`src/rtl/audio_tx_if.sv`:
```
// audio_tx_if: playback bus between the clip-memory reader and the audio
// serializer.
//   enable        - playback active (driven by master)
//   dataIn        - sample word from clip memory (master)
//   dataValid     - dataIn is valid (master)
//   dataReady     - serializer holding register can accept a word (slave)
//   audioOut      - serial audio bit, MSB first (slave)
//   done          - one-cycle pulse with the last bit of each word (slave)
//   underrun      - one-cycle pulse when a bit slot finds no word (slave)
//   underrunCount - saturating underrun count, present only when
//                   AUDIO_TX_UNDERRUN_CNT_EN is defined (slave)
interface audio_tx_if #(
    parameter int WORD_WIDTH = 16
);
    logic                  enable;
    logic [WORD_WIDTH-1:0] dataIn;
    logic                  dataValid;
    logic                  dataReady;
    logic                  audioOut;
    logic                  done;
    logic                  underrun;
`ifdef AUDIO_TX_UNDERRUN_CNT_EN
    logic [7:0]            underrunCount;
`endif

    modport master (
        output enable, dataIn, dataValid,
        input  dataReady, audioOut, done, underrun
`ifdef AUDIO_TX_UNDERRUN_CNT_EN
        , input underrunCount
`endif
    );

    modport slave (
        input  enable, dataIn, dataValid,
        output dataReady, audioOut, done, underrun
`ifdef AUDIO_TX_UNDERRUN_CNT_EN
        , output underrunCount
`endif
    );
endinterface

```
`src/rtl/audio_tx_serializer.sv`:
```
// audio_tx_serializer: playback serializer. Takes WORD_WIDTH-bit sample words
// over a valid/ready handshake into a holding register and shifts them out
// MSB first on audioOut, one bit per CLK_DIV clocks. Words are chained with
// no gap when the next word is waiting at the word boundary.
//   clock - system clock, rising edge
//   reset - synchronous, active high, clears all state
//   bus   - audio_tx_if slave: enable, dataIn/dataValid/dataReady,
//           audioOut, done, underrun (+ underrunCount)
// Optional feature: define AUDIO_TX_UNDERRUN_CNT_EN to add the saturating
// 8-bit underrunCount output (cleared by reset only).
module audio_tx_serializer #(
    parameter int WORD_WIDTH = 16,
    parameter int CLK_DIV    = 50
) (
    input  logic      clock,
    input  logic      reset,
    audio_tx_if.slave bus
);
    localparam int DIV_W = $clog2(CLK_DIV);
    localparam int BIT_W = $clog2(WORD_WIDTH);
    localparam logic [DIV_W-1:0] DIV_MAX  = DIV_W'(CLK_DIV - 1);
    localparam logic [BIT_W-1:0] BITS_MAX = BIT_W'(WORD_WIDTH - 1);

    typedef enum logic [1:0] {IDLE, PRIME, RUN} state_t;

    state_t                state, next_state;
    logic [WORD_WIDTH-1:0] hold;
    logic                  hold_valid;
    logic [WORD_WIDTH-1:0] shifter;
    logic [BIT_W-1:0]      bits_left;
    logic [DIV_W-1:0]      div_cnt;
    logic                  audio_q;
    logic                  done_q;
    logic                  underrun_q;

    logic tick, slot_shift, slot_load, slot_empty, xfer, underrun_hit;

    assign tick         = bus.enable && (div_cnt == DIV_MAX);
    assign slot_shift   = tick && (bits_left != '0);
    assign slot_load    = tick && (bits_left == '0) && hold_valid;
    assign slot_empty   = tick && (bits_left == '0) && !hold_valid;
    // An empty slot before the first word (PRIME) is silence, not an underrun.
    assign underrun_hit = slot_empty && (state == RUN);

    assign bus.dataReady = bus.enable && !hold_valid && (state != IDLE);
    assign xfer          = bus.dataValid && bus.dataReady;

    assign bus.audioOut = audio_q;
    assign bus.done     = done_q;
    assign bus.underrun = underrun_q;

    always_ff @(posedge clock) begin
        if (reset) state <= IDLE;
        else       state <= next_state;
    end

    always_comb begin
        next_state = state;
        if (!bus.enable) begin
            next_state = IDLE;
        end else begin
            case (state)
                IDLE:    next_state = PRIME;
                PRIME:   if (slot_load) next_state = RUN;
                RUN:     next_state = RUN;
                default: next_state = IDLE;
            endcase
        end
    end

    always_ff @(posedge clock) begin
        if (reset || !bus.enable) begin
            // Disable discards any partial word; nothing resumes later.
            hold       <= '0;
            hold_valid <= 1'b0;
            shifter    <= '0;
            bits_left  <= '0;
            div_cnt    <= '0;
            audio_q    <= 1'b0;
            done_q     <= 1'b0;
            underrun_q <= 1'b0;
        end else begin
            div_cnt    <= tick ? '0 : div_cnt + 1'b1;
            done_q     <= slot_shift && (bits_left == BIT_W'(1));
            underrun_q <= underrun_hit;

            // xfer needs !hold_valid and slot_load needs hold_valid, so the
            // capture and the load below never collide.
            if (xfer) begin
                hold       <= bus.dataIn;
                hold_valid <= 1'b1;
            end

            if (slot_shift) begin
                audio_q   <= shifter[WORD_WIDTH-1];
                shifter   <= {shifter[WORD_WIDTH-2:0], 1'b0};
                bits_left <= bits_left - 1'b1;
            end else if (slot_load) begin
                audio_q    <= hold[WORD_WIDTH-1];
                shifter    <= {hold[WORD_WIDTH-2:0], 1'b0};
                bits_left  <= BITS_MAX;
                hold_valid <= 1'b0;
            end else if (slot_empty) begin
                audio_q <= 1'b0;
            end
        end
    end

`ifdef AUDIO_TX_UNDERRUN_CNT_EN
    logic [7:0] ucnt;

    // Survives enable=0 so playback sessions accumulate.
    always_ff @(posedge clock) begin
        if (reset)                              ucnt <= '0;
        else if (underrun_hit && ucnt != 8'hFF) ucnt <= ucnt + 1'b1;
    end

    assign bus.underrunCount = ucnt;
`endif
endmodule

```
`src/flat_wrapper.sv`:
```
// flat-port wrapper written by rule: the top's interface ports become plain ports
module audio_tx_serializer_flat 
#(
    parameter int WORD_WIDTH = 16,
    parameter int CLK_DIV    = 50
)
  (clock, reset, bus_enable, bus_dataIn, bus_dataValid, bus_dataReady, bus_audioOut, bus_done, bus_underrun);
  audio_tx_if #(.WORD_WIDTH(WORD_WIDTH)) bus_i ();
  input  logic clock;
  input  logic reset;
  input wire logic [$bits(bus_i.enable)-1:0] bus_enable;
  input wire logic [$bits(bus_i.dataIn)-1:0] bus_dataIn;
  input wire logic [$bits(bus_i.dataValid)-1:0] bus_dataValid;
  output wire logic [$bits(bus_i.dataReady)-1:0] bus_dataReady;
  output wire logic [$bits(bus_i.audioOut)-1:0] bus_audioOut;
  output wire logic [$bits(bus_i.done)-1:0] bus_done;
  output wire logic [$bits(bus_i.underrun)-1:0] bus_underrun;
  assign bus_i.enable = bus_enable;
  assign bus_i.dataIn = bus_dataIn;
  assign bus_i.dataValid = bus_dataValid;
  assign bus_dataReady = bus_i.dataReady;
  assign bus_audioOut = bus_i.audioOut;
  assign bus_done = bus_i.done;
  assign bus_underrun = bus_i.underrun;
  audio_tx_serializer #(.WORD_WIDTH(WORD_WIDTH), .CLK_DIV(CLK_DIV)) u_core (.clock(clock), .reset(reset), .bus(bus_i));
endmodule
```
`config.mk`:
```
export PLATFORM = sky130hd
export DESIGN_NAME = audio_tx_serializer_flat
export DESIGN_NICKNAME = d
export VERILOG_FILES = /design/src/rtl/audio_tx_if.sv /design/src/rtl/audio_tx_serializer.sv /design/src/flat_wrapper.sv
export SDC_FILE = /design/constraint.sdc
export NUM_CORES = 1
export LEC_CHECK = 0
export CORE_MARGIN = 8
export CORE_UTILIZATION = 45
export CTS_CLUSTER_DIAMETER = 200
export DETAILED_ROUTE_END_ITERATION = 12
export GPL_ROUTABILITY_DRIVEN = 0
export PLACE_DENSITY = 0.65
export SYNTH_ARGS = -nofsm -noshare
export SYNTH_HDL_FRONTEND = slang
export SYNTH_SLANG_ARGS = --single-unit
```
`constraint.sdc`:
```
create_clock -name clock -period 2.05 [get_ports clock]
set_input_delay 0.615 -clock clock [delete_from_list [all_inputs] [get_ports clock]]
set_output_delay 0.615 -clock clock [all_outputs]
set_load 0.02 [all_outputs]
```
==> flow_metrics.env, run 1 <==
export IMPL_outcome="complete, no violations"
export IMPL_diodes=0
export IMPL_power_mw=1.82
export IMPL_io_buffers=23
export IMPL_grt_pass1_vias=1628
export IMPL_postLayoutCellArea_um2=2530
export IMPL_cts_clk_slew_worst_paths_ns=0.08
export IMPL_max_freq_mhz=530
export IMPL_placed_cell_area_um2=2400
export IMPL_grt_overflow=0
export IMPL_yosys_warnings=0
export IMPL_final_nets=292
export IMPL_syn_avg_cell_area_um2=8.71
export IMPL_synth_area_leaders="dfxtp_1, nand2_1, a21oi_1"
export IMPL_slew_headroom_pct=85.7
export IMPL_hold_start="u_core.hold[6]$_SDFFE_PP0P_"
export IMPL_ys_seq_elements=47
export IMPL_drcViolationCount=0
export IMPL_dp_hpwl_mm=2.98
export IMPL_yosysUniqueCellTypes=38
export IMPL_core_um2=4260
export IMPL_cp_required_ns=1.43
export IMPL_synthCells=224
export IMPL_worst_slew_pin_transition_ns=0.213
export IMPL_final_min_clock_period_ns=1.89
export IMPL_final_cell_mix="dfxtp_1, nand2_1, nor2_1, a21oi_1"
export IMPL_cp_top_family="flip-flops"
export IMPL_die_y_um=81.8
export IMPL_maxSlewViolCount=0
export IMPL_crit_buf_inv=2
export IMPL_yosysTopAreaCell="dfxtp_1"
export IMPL_cp_start_kind="register"
export IMPL_drt_iter0_markers=110
export IMPL_r2r_end="u_core.shifter[12]$_SDFFE_PP0P_"
export IMPL_syn_num_nets=251
export IMPL_wire_per_inst_um=13.3
export IMPL_routed_wirelength_mm=4.22
export IMPL_setup_ws_ns=0.164
export IMPL_cap_violations=0
export IMPL_cts_tree="built"
export IMPL_drive_gt1_share_pct=15.8
export IMPL_worst_clock_skew_ns=0.00716
export IMPL_cpPeakStageDelay_ns=0.33
export IMPL_num_vias=1645
export IMPL_min_period_over_period_pct=92.0
export IMPL_final_hold_violation_count=0
export IMPL_clkLatencyLatePin_ns=0.30
export IMPL_initial_core_util_pct=45.7
export IMPL_holdBufCountCts=0
export IMPL_whs_path_depth=2
export IMPL_ir_worst_vdd_v=0.000525
export IMPL_yosys_area_top_type_share_pct=48.2
export IMPL_rsz0062_at_grt="false"
export IMPL_die_area_um2=6700
export IMPL_final_cells=318
export IMPL_syn_cell_area_um2=1950
export IMPL_synthArstFlopShare_pct=0
export IMPL_r2r_slack_ns=0.23
export IMPL_cts_buffers=5
export IMPL_area_growth_pct=29.6
export IMPL_cts_sinks=47
export IMPL_cts_root_buf="clkbuf_8"
export IMPL_groute_usage_overall_pct=13.7
export IMPL_final_common_cell="dfxtp_1"
export IMPL_crit_start="u_core.state[0]$_SDFFE_PP0P_"
export IMPL_cellPowerDensity_nw_per_um2=722
export IMPL_cts_htree_levels=2
export IMPL_postRouteAntennaNets=0
export IMPL_seq_area_frac_synth_pct=48.2
export IMPL_setup_viol=0
export IMPL_cts_max_path_buffers=2
export IMPL_pin_count=24
export IMPL_critical_path_slowest_cell="dfxtp_1"
export IMPL_cp_cell_sequence="inv_1 -> ha_1 -> nor3b_2 -> buf_4"
export IMPL_r2r_cells=7
export IMPL_ys_flop_type="dfxtp_1"
export IMPL_cp_arrival_ns=1.27
export IMPL_crit_fanout=2
export IMPL_synth_edf_count=0
export IMPL_grt_max_degree=23
export IMPL_dp_cells=310
export IMPL_antenna_found_initial=0
export IMPL_routed_via_density=5.17
export IMPL_criticalPathCategory="register to primary output"
export IMPL_crit_path_end_kind="primary output"
export IMPL_r2r_start="u_core.bits_left[0]$_SDFFE_PP0P_"
export IMPL_cellLeakagePower_nw=0.986
export IMPL_holdPathEnd="u_core.hold[6]$_SDFFE_PP0P_"
export IMPL_hp_class="register to register"
export IMPL_pre_cts_ws_ns=-0.474
export IMPL_drtPass1Iterations=4
export IMPL_rows=24
export IMPL_grt_pass1_wl_mm=7.28
export IMPL_die_x_um=81.8
[per-layer routing]
| layer | global-route usage [%] | share of wire, % | vias to the layer above | wire length, µm |
|---|---|---|---|---|
| met5 | 0 | 0 | - | 0 |
| met4 | 5.61 | 1.4 | 0 | 59 |
| met3 | 3.83 | 3.2 | 7 | 136 |
| met2 | 22.7 | 48 | 16 | 2030 |
| met1 | 16.2 | 47 | 771 | 1990 |
| li1 | - | - | 851 | - |
[worst max-delay path by stage]
stage                                       end  slack, ns  cells after the start
3_5_place_dp                      bus_dataReady      -0.47                      3
5_1_grt                           bus_dataReady       0.06                      4
3_3_place_gp                      bus_dataReady      -0.46                      3
6_report                          bus_dataReady       0.16                      4
4_1_cts                           bus_dataReady       0.14                      4
2_1_floorplan  u_core.bits_left[0]$_SDFFE_PP0P_       0.29                      8
[where the power goes]
group	internal, mW	switching, mW
Sequential	0.920	0.00460
Combinational	0.0660	0.0498
Clock	0.487	0.297
[kinds of logic after synthesis]
kind of cell	share of synthesized area [%]
flip-flops	48.2
AND/OR/NAND/NOR	21.5
buffers and inverters	5.07
adder cells (fa/ha/maj)	4.49
XOR/XNOR	1.80
multiplexers	1.15
AO/OA/AOI/OAI	17.8
[flip-flops by register name (all words and copies together), names as in the netlist]
name / cells
u_core.bits_left: 4
u_core.bus.audioOut: 1
u_core.bus.done: 1
u_core.bus.underrun: 1
u_core.div_cnt: 6
u_core.hold: 16
u_core.hold_valid: 1
u_core.shifter: 15
u_core.state: 2
[repair_timing]
action,4_1_cts,5_1_grt
setup buffers,0,0
resized for setup,6,0
setup endpoints to repair,1,0
[through the flow]
step	hold slack, ns	utilization, %	setup TNS (ns)
detailed placement	0.448	56.3	-1.90
global route	0.485	59.3	0
CTS	0.462	59.3	0
global placement	0.437	56.3	-1.50
floorplan	0.429	-	0
finish	0.460	59.3	0
[worst reg2reg max path, cell delays in order, from the launching register on]
cell	delay, ns
dfxtp_1	0.33
inv_1	0.13
ha_1	0.20
or3b_1	0.39
o211a_4	0.30
buf_12	0.14
o21ai_0	0.16
nor2_1	0.07
[cell usage after synthesis, types with 2 or more instances]
master and count:
nor2_1 26, buf_2 3, a21oi_1 22, clkbuf_1 5
o21ai_1 8, buf_6 2, and2_1 2, nand2_1 37
nand4_1 2, a311oi_1 2, buf_4 2, o22ai_1 14
inv_1 6, o21ai_0 9, a41o_1 2, nand2b_1 2
nand3_1 4, dfxtp_1 47, ha_1 7, xor2_1 2
xnor2_1 2, nor3_1 2
[final cells by class]
type / count / area, µm²
clock buffer: 6 / 72.6
inverter: 6 / 22.5
sequential: 47 / 941
timing repair buffer: 47 / 457
multi-input combinational: 158 / 911
fill: 402 / 1740
tap: 52 / 65.1
clock inverter: 2 / 60.1
No activity file was read; power rests on OpenSTA's default activity.
==> inputs of run 2 (changes only) <==
--- a/config.mk
+++ b/config.mk
@@ -7,6 +7,7 @@
 export LEC_CHECK = 0
 export CORE_MARGIN = 8
 export CORE_UTILIZATION = 45
+export CTS_BUF_LIST = sky130_fd_sc_hd__clkbuf_2
 export CTS_CLUSTER_DIAMETER = 200
 export DETAILED_ROUTE_END_ITERATION = 12
 export GPL_ROUTABILITY_DRIVEN = 0
==> run 2 against run 1 <==
Effect of this change:
- clock-buffer cell count unchanged
- critical path depth stayed put
- sequential share of layout area is 0.30 points higher
- fmax down 3.3%
- register-to-register slack lost 0.02 ns
- combinational power up 5%
- first-iteration DRC count decreased by 19%
- clock skew rose by 0.0061 ns
- global-route usage up 0.16 points
- worst setup slack worse by 0.065 ns
- core utilization decreased by 0.32 points
- critical endpoint unchanged
- largest cell class unchanged
==> flow_metrics.env, run 2 (synthesized netlist as in run 1, its figures left out) <==
export IMPL_min_period_over_period_pct=95.2
export IMPL_worst_clock_skew_ns=0.0132
export IMPL_maxSlewViolCount=0
export IMPL_fillers=398
export IMPL_final_common_cell="dfxtp_1"
export IMPL_reg_top3="u_core.hold (16), u_core.shifter (15), u_core.div_cnt (6)"
export IMPL_drcViolationCount=0
export IMPL_io_buffers=23
export IMPL_die_area_um2=6700
export IMPL_cp_required_ns=1.43
export IMPL_rsz0062_at_grt="true"
export IMPL_crit_path_end_kind="primary output"
export IMPL_initial_core_util_pct=45.7
export IMPL_outcome="complete, no violations"
export IMPL_setup_ws_ns=0.0986
export IMPL_holdWs_ns=0.474
export IMPL_die_x_um=81.8
export IMPL_slew_headroom_pct=84.8
export IMPL_grt_max_degree=23
export IMPL_final_cells=318
export IMPL_core_um2=4260
export IMPL_critical_path_slowest_cell="dfxtp_2"
export IMPL_postRouteAntennaNets=0
export IMPL_dp_cells=310
export IMPL_power_mw=1.67
export IMPL_area_growth_pct=28.9
export IMPL_die_y_um=81.8
export IMPL_largest_register="u_core.hold"
export IMPL_antenna_found_initial=0
export IMPL_ir_worst_vdd_v=0.000347
export IMPL_cp_arrival_ns=1.34
export IMPL_seq_area_um2=943
export IMPL_crit_fanout=2
export IMPL_cellLeakagePower_nw=1.02
export IMPL_routed_wirelength_mm=4.19
export IMPL_drive_gt1_share_pct=18.0
export IMPL_cp_start_kind="register"
export IMPL_largest_register_ffs=16
export IMPL_wire_per_inst_um=13.2
export IMPL_cts_root_buf="clkbuf_2"
export IMPL_postCtsSetupRepairBufs=0
export IMPL_routed_via_density=5.16
export IMPL_pre_cts_ws_ns=-0.474
export IMPL_diodes=0
export IMPL_final_hold_violation_count=0
export IMPL_grt_overflow=0
export IMPL_cts_clk_slew_worst_paths_ns=0.23
export IMPL_setup_viol=0
export IMPL_grt_pass1_wl_mm=7.33
export IMPL_cts_max_path_buffers=2
export IMPL_cellPowerDensity_nw_per_um2=663
export IMPL_max_freq_mhz=512
export IMPL_drt_iter0_markers=89
export IMPL_num_vias=1640
export IMPL_final_cell_mix="dfxtp_1, nand2_1, nor2_1, a21oi_1, buf_4"
export IMPL_cts_tree="built"
export IMPL_cap_violations=0
export IMPL_cpPeakStageDelay_ns=0.38
export IMPL_drtPass1Iterations=4
export IMPL_cts_sinks=47
export IMPL_final_min_clock_period_ns=1.95
export IMPL_cts_buffers=5
export IMPL_groute_usage_overall_pct=13.8
export IMPL_final_nets=292
export IMPL_dp_hpwl_mm=2.98
export IMPL_hp_class="register to register"
export IMPL_pin_count=24
export IMPL_clkLatencyLatePin_ns=0.40
export IMPL_cts_htree_levels=2
export IMPL_rows=24
export IMPL_criticalPathCategory="register to primary output"
export IMPL_grt_pass1_vias=1640
export IMPL_worst_slew_pin_transition_ns=0.227
export IMPL_multi_input_area_um2=930
export IMPL_cp_cell_sequence="inv_2 -> ha_4 -> nor3b_4 -> buf_6"
run 2: cell types whose count changed in the layout (fill, tap and decap cells not counted), moves of 2 or more:
cell             previous run  this run
clkbuf_2                    0         6
dfxtp_1                    47        45
dfxtp_2                     0         2
clkbuf_8                    5         0
inv_1                       6         4
clkdlybuf4s50_1            21        18
dlymetal6s2s_1              0         2
inv_2                       0         2
run 2: repair_timing:
item | CTS | global route
cloned | 0 | 0
pin swaps | 1 | 2
hold buffers | 0 | 0
endpoints found under the setup margin | 2 | 3
resized for setup | 9 | 8
run 2: final timing paths:
check                                   start                               to  slack [ns]  depth (start not counted)
min reg2reg      u_core.hold[12]$_SDFFE_PP0P_     u_core.hold[12]$_SDFFE_PP0P_        0.47                          2
max reg2reg  u_core.bits_left[0]$_SDFFE_PP0P_  u_core.shifter[12]$_SDFFE_PP0P_        0.21                          7
max              u_core.state[1]$_SDFFE_PP0P_                    bus_dataReady         0.1                          4
min              u_core.hold[12]$_SDFFE_PP0P_     u_core.hold[12]$_SDFFE_PP0P_        0.47                          2
run 2: cell type report:
class / count / share of cell area, %
clock buffer: 6 / 1.19
inverter: 6 / 0.896
timing repair buffer: 47 / 18.5
multi-input combinational: 158 / 37.0
sequential: 47 / 37.5
tap: 52 / 2.59
clock inverter: 2 / 2.39
run 2: where the power goes:
part           internal [mW]  total, mW  leakage [nW]  switching (mW)
Combinational         0.0706      0.122         0.586          0.0518
Clock                  0.334      0.617        0.0532           0.283
Sequential             0.924      0.929         0.380         0.00515
Total                   1.33       1.67          1.02           0.340
run 2: layer usage:
metal | wire length (µm) | vias to the layer above | track usage [%]
li1 | - | 855 | -
met1 | 1920 | 760 | 16.2
met2 | 2060 | 20 | 23.0
met3 | 155 | 5 | 4.49
met4 | 52 | 0 | 5.26
met5 | 0 | - | 0
run 2: through the flow:
step                      TNS [ns]  utilization (%)  instance area (µm²)
after floorplan                  0                -                 1950
after detailed placement     -1.90             56.3                 2400
after CTS                        0             58.3                 2490
final                            0             59.0                 2510
after global placement       -1.50             56.3                 2400
after global routing       -0.0157             59.0                 2510
run 2: worst max-delay path, delay by kind of cell, from the launching register on:
kind	cells	cell delay [ns]
adder cells (fa/ha/maj)	1	0.16
buffers and inverters	2	0.19
flip-flops	1	0.38
AND/OR/NAND/NOR	1	0.21
==> inputs of run 3 (changes only) <==
--- a/config.mk
+++ b/config.mk
@@ -6,12 +6,12 @@
 export NUM_CORES = 1
 export LEC_CHECK = 0
 export CORE_MARGIN = 8
-export CORE_UTILIZATION = 45
+export CORE_UTILIZATION = 57
 export CTS_BUF_LIST = sky130_fd_sc_hd__clkbuf_2
 export CTS_CLUSTER_DIAMETER = 200
 export DETAILED_ROUTE_END_ITERATION = 12
 export GPL_ROUTABILITY_DRIVEN = 0
-export PLACE_DENSITY = 0.65
+export PLACE_DENSITY = 0.79
 export SYNTH_ARGS = -nofsm -noshare
 export SYNTH_HDL_FRONTEND = slang
 export SYNTH_SLANG_ARGS = --single-unit
==> run 3 against run 2 <==
Effect of this change:
- clock power rose by 2%
- clock skew barely moved
- sequential cell count did not move
- first-iteration DRC count rose by 55%
- non-clock buffer count fell by 1
- total power rose by 0.70%
- critical path type unchanged
- critical endpoint is now bus_underrun
- largest cell class unchanged
- largest power group unchanged
- highest routed layer unchanged
==> flow_metrics.env, run 3 (synthesized netlist as in run 1, its figures left out) <==
export IMPL_max_freq_mhz=499
export IMPL_r2r_end="u_core.shifter[11]$_SDFFE_PP0P_"
export IMPL_cts_clk_slew_worst_paths_ns=0.21
export IMPL_grt_overflow=0
export IMPL_postLayoutCellArea_um2=2470
export IMPL_use_met1_pct=18.2
export IMPL_largest_register_ffs=16
export IMPL_worst_clock_skew_ns=0.0135
export IMPL_grt_pass1_vias=1616
export IMPL_holdWs_ns=0.472
export IMPL_r2r_start="u_core.bits_left[0]$_SDFFE_PP0P_"
export IMPL_holdBufCountCts=0
export IMPL_grtUsageMet3_pct=3.91
export IMPL_cp_required_ns=1.43
export IMPL_worst_slew_pin_transition_ns=0.312
export IMPL_placed_cell_area_um2=2360
export IMPL_hold_start="u_core.hold[12]$_SDFFE_PP0P_"
export IMPL_io_buffers=23
export IMPL_grt_pass1_wl_mm=6.93
export IMPL_final_common_cell="dfxtp_1"
export IMPL_cp_cell_sequence="clkdlybuf4s50_1"
export IMPL_postRouteAntennaNets=0
export IMPL_routed_wirelength_mm=3.99
export IMPL_r2r_cells=7
export IMPL_crit_fanout=1
export IMPL_whs_path_depth=2
export IMPL_routed_via_density=5.23
export IMPL_rows=21
export IMPL_pin_count=24
export IMPL_pre_cts_ws_ns=-0.474
export IMPL_crit_path_end_kind="primary output"
export IMPL_cts_tree="built"
export IMPL_drt_iter0_markers=138
export IMPL_cp_top_family="buffers and inverters"
export IMPL_maxSlewViolCount=0
export IMPL_cts_sinks=47
export IMPL_crit_buf_inv=1
export IMPL_die_x_um=74.5
export IMPL_wire_per_inst_um=12.8
export IMPL_seq_area_um2=943
export IMPL_drive_gt1_share_pct=17.7
export IMPL_antenna_found_initial=0
export IMPL_dp_hpwl_mm=2.91
export IMPL_fillers=266
export IMPL_core_um2=3310
export IMPL_final_hold_violation_count=0
export IMPL_final_min_clock_period_ns=2.01
export IMPL_globalRouteMet2Util_pct=27.1
export IMPL_num_vias=1627
export IMPL_cp_arrival_ns=1.39
export IMPL_r2r_slack_ns=0.16
export IMPL_initial_core_util_pct=58.9
export IMPL_cellLeakagePower_nw=0.994
export IMPL_critical_path_slowest_cell="clkdlybuf4s50_1"
export IMPL_cap_violations=0
export IMPL_final_cell_mix="dfxtp_1, nand2_1, nor2_1, a21oi_1, buf_4"
export IMPL_multi_input_area_um2=923
export IMPL_hp_class="register to register"
export IMPL_largest_register="u_core.hold"
export IMPL_ir_worst_vdd_v=0.000659
export IMPL_groute_usage_overall_pct=16.2
export IMPL_grt_max_degree=18
export IMPL_cts_root_buf="clkbuf_2"
export IMPL_die_area_um2=5550
export IMPL_setup_ws_ns=0.0448
export IMPL_holdPathEnd="u_core.hold[12]$_SDFFE_PP0P_"
export IMPL_cellPowerDensity_nw_per_um2=679
export IMPL_diodes=0
export IMPL_final_core_util_pct=74.8
export IMPL_cp_start_kind="register"
export IMPL_final_nets=291
export IMPL_min_period_over_period_pct=97.8
export IMPL_cts_max_path_buffers=2
export IMPL_area_growth_pct=26.9
export IMPL_slew_headroom_pct=79.1
export IMPL_outcome="complete, no violations"
export IMPL_grt_busiest_layer="met2"
export IMPL_drcViolationCount=0
export IMPL_power_mw=1.68
export IMPL_cts_buffers=5
export IMPL_setup_viol=0
export IMPL_clkLatencyLatePin_ns=0.44
export IMPL_drtPass1Iterations=4
export IMPL_die_y_um=74.5
export IMPL_cts_htree_levels=2
export IMPL_reg_top3="u_core.hold (16), u_core.shifter (15), u_core.div_cnt (6)"
export IMPL_criticalPathCategory="register to primary output"
export IMPL_cpPeakStageDelay_ns=0.59
## run 3: changes by cell type in the layout (fill, tap and decap cells not counted), sizes merged
| cell | change |
|---|---|
| buf | -1 |
| clkdlybuf4s50 | +1 |
| dlymetal6s2s | -1 |
## run 3: cell type report
type	count	share of cell area, %
clock buffers	6	1.21
clock inverters	2	2.43
inverters	6	0.910
multi-input cells	158	37.3
flip-flops and latches	47	38.1
well taps	46	2.33
repair buffers	46	17.7
## run 3: worst max path at each step
stage,start,endpoint,depth (start not counted)
6_report,u_core.bus.underrun$_SDFF_PP0_,bus_underrun,1
5_1_grt,u_core.state[1]$_SDFFE_PP0P_,bus_dataReady,4
3_3_place_gp,bus_enable,bus_dataReady,3
3_5_place_dp,bus_enable,bus_dataReady,3
2_1_floorplan,u_core.bits_left[0]$_SDFFE_PP0P_,u_core.bits_left[0]$_SDFFE_PP0P_,8
4_1_cts,u_core.bus.done$_SDFF_PP0_,bus_done,1
## run 3: metal layers
layer,part of all wire [%],wire length [µm]
met1,46,1830
met2,49,1950
met3,2.8,110
met4,2.4,97
met5,0,0
## run 3: repair_timing
action	CTS	global route
resized for setup	9	5
pin swaps	1	2
buffers inserted	0	2
setup endpoints to repair	2	2
## run 3: power by group
part	leakage, nW	switching (mW)	internal, mW
sequential	0.380	0.00493	0.924
clock	0.0532	0.297	0.333
combinational	0.561	0.0507	0.0697
## run 3: stage by stage
stage	instances	setup TNS, ns
floorplan	224	0
global placement	301	-2.14
detailed placement	301	-2.83
CTS	309	0
global route	311	-0.0163
finish	311	0
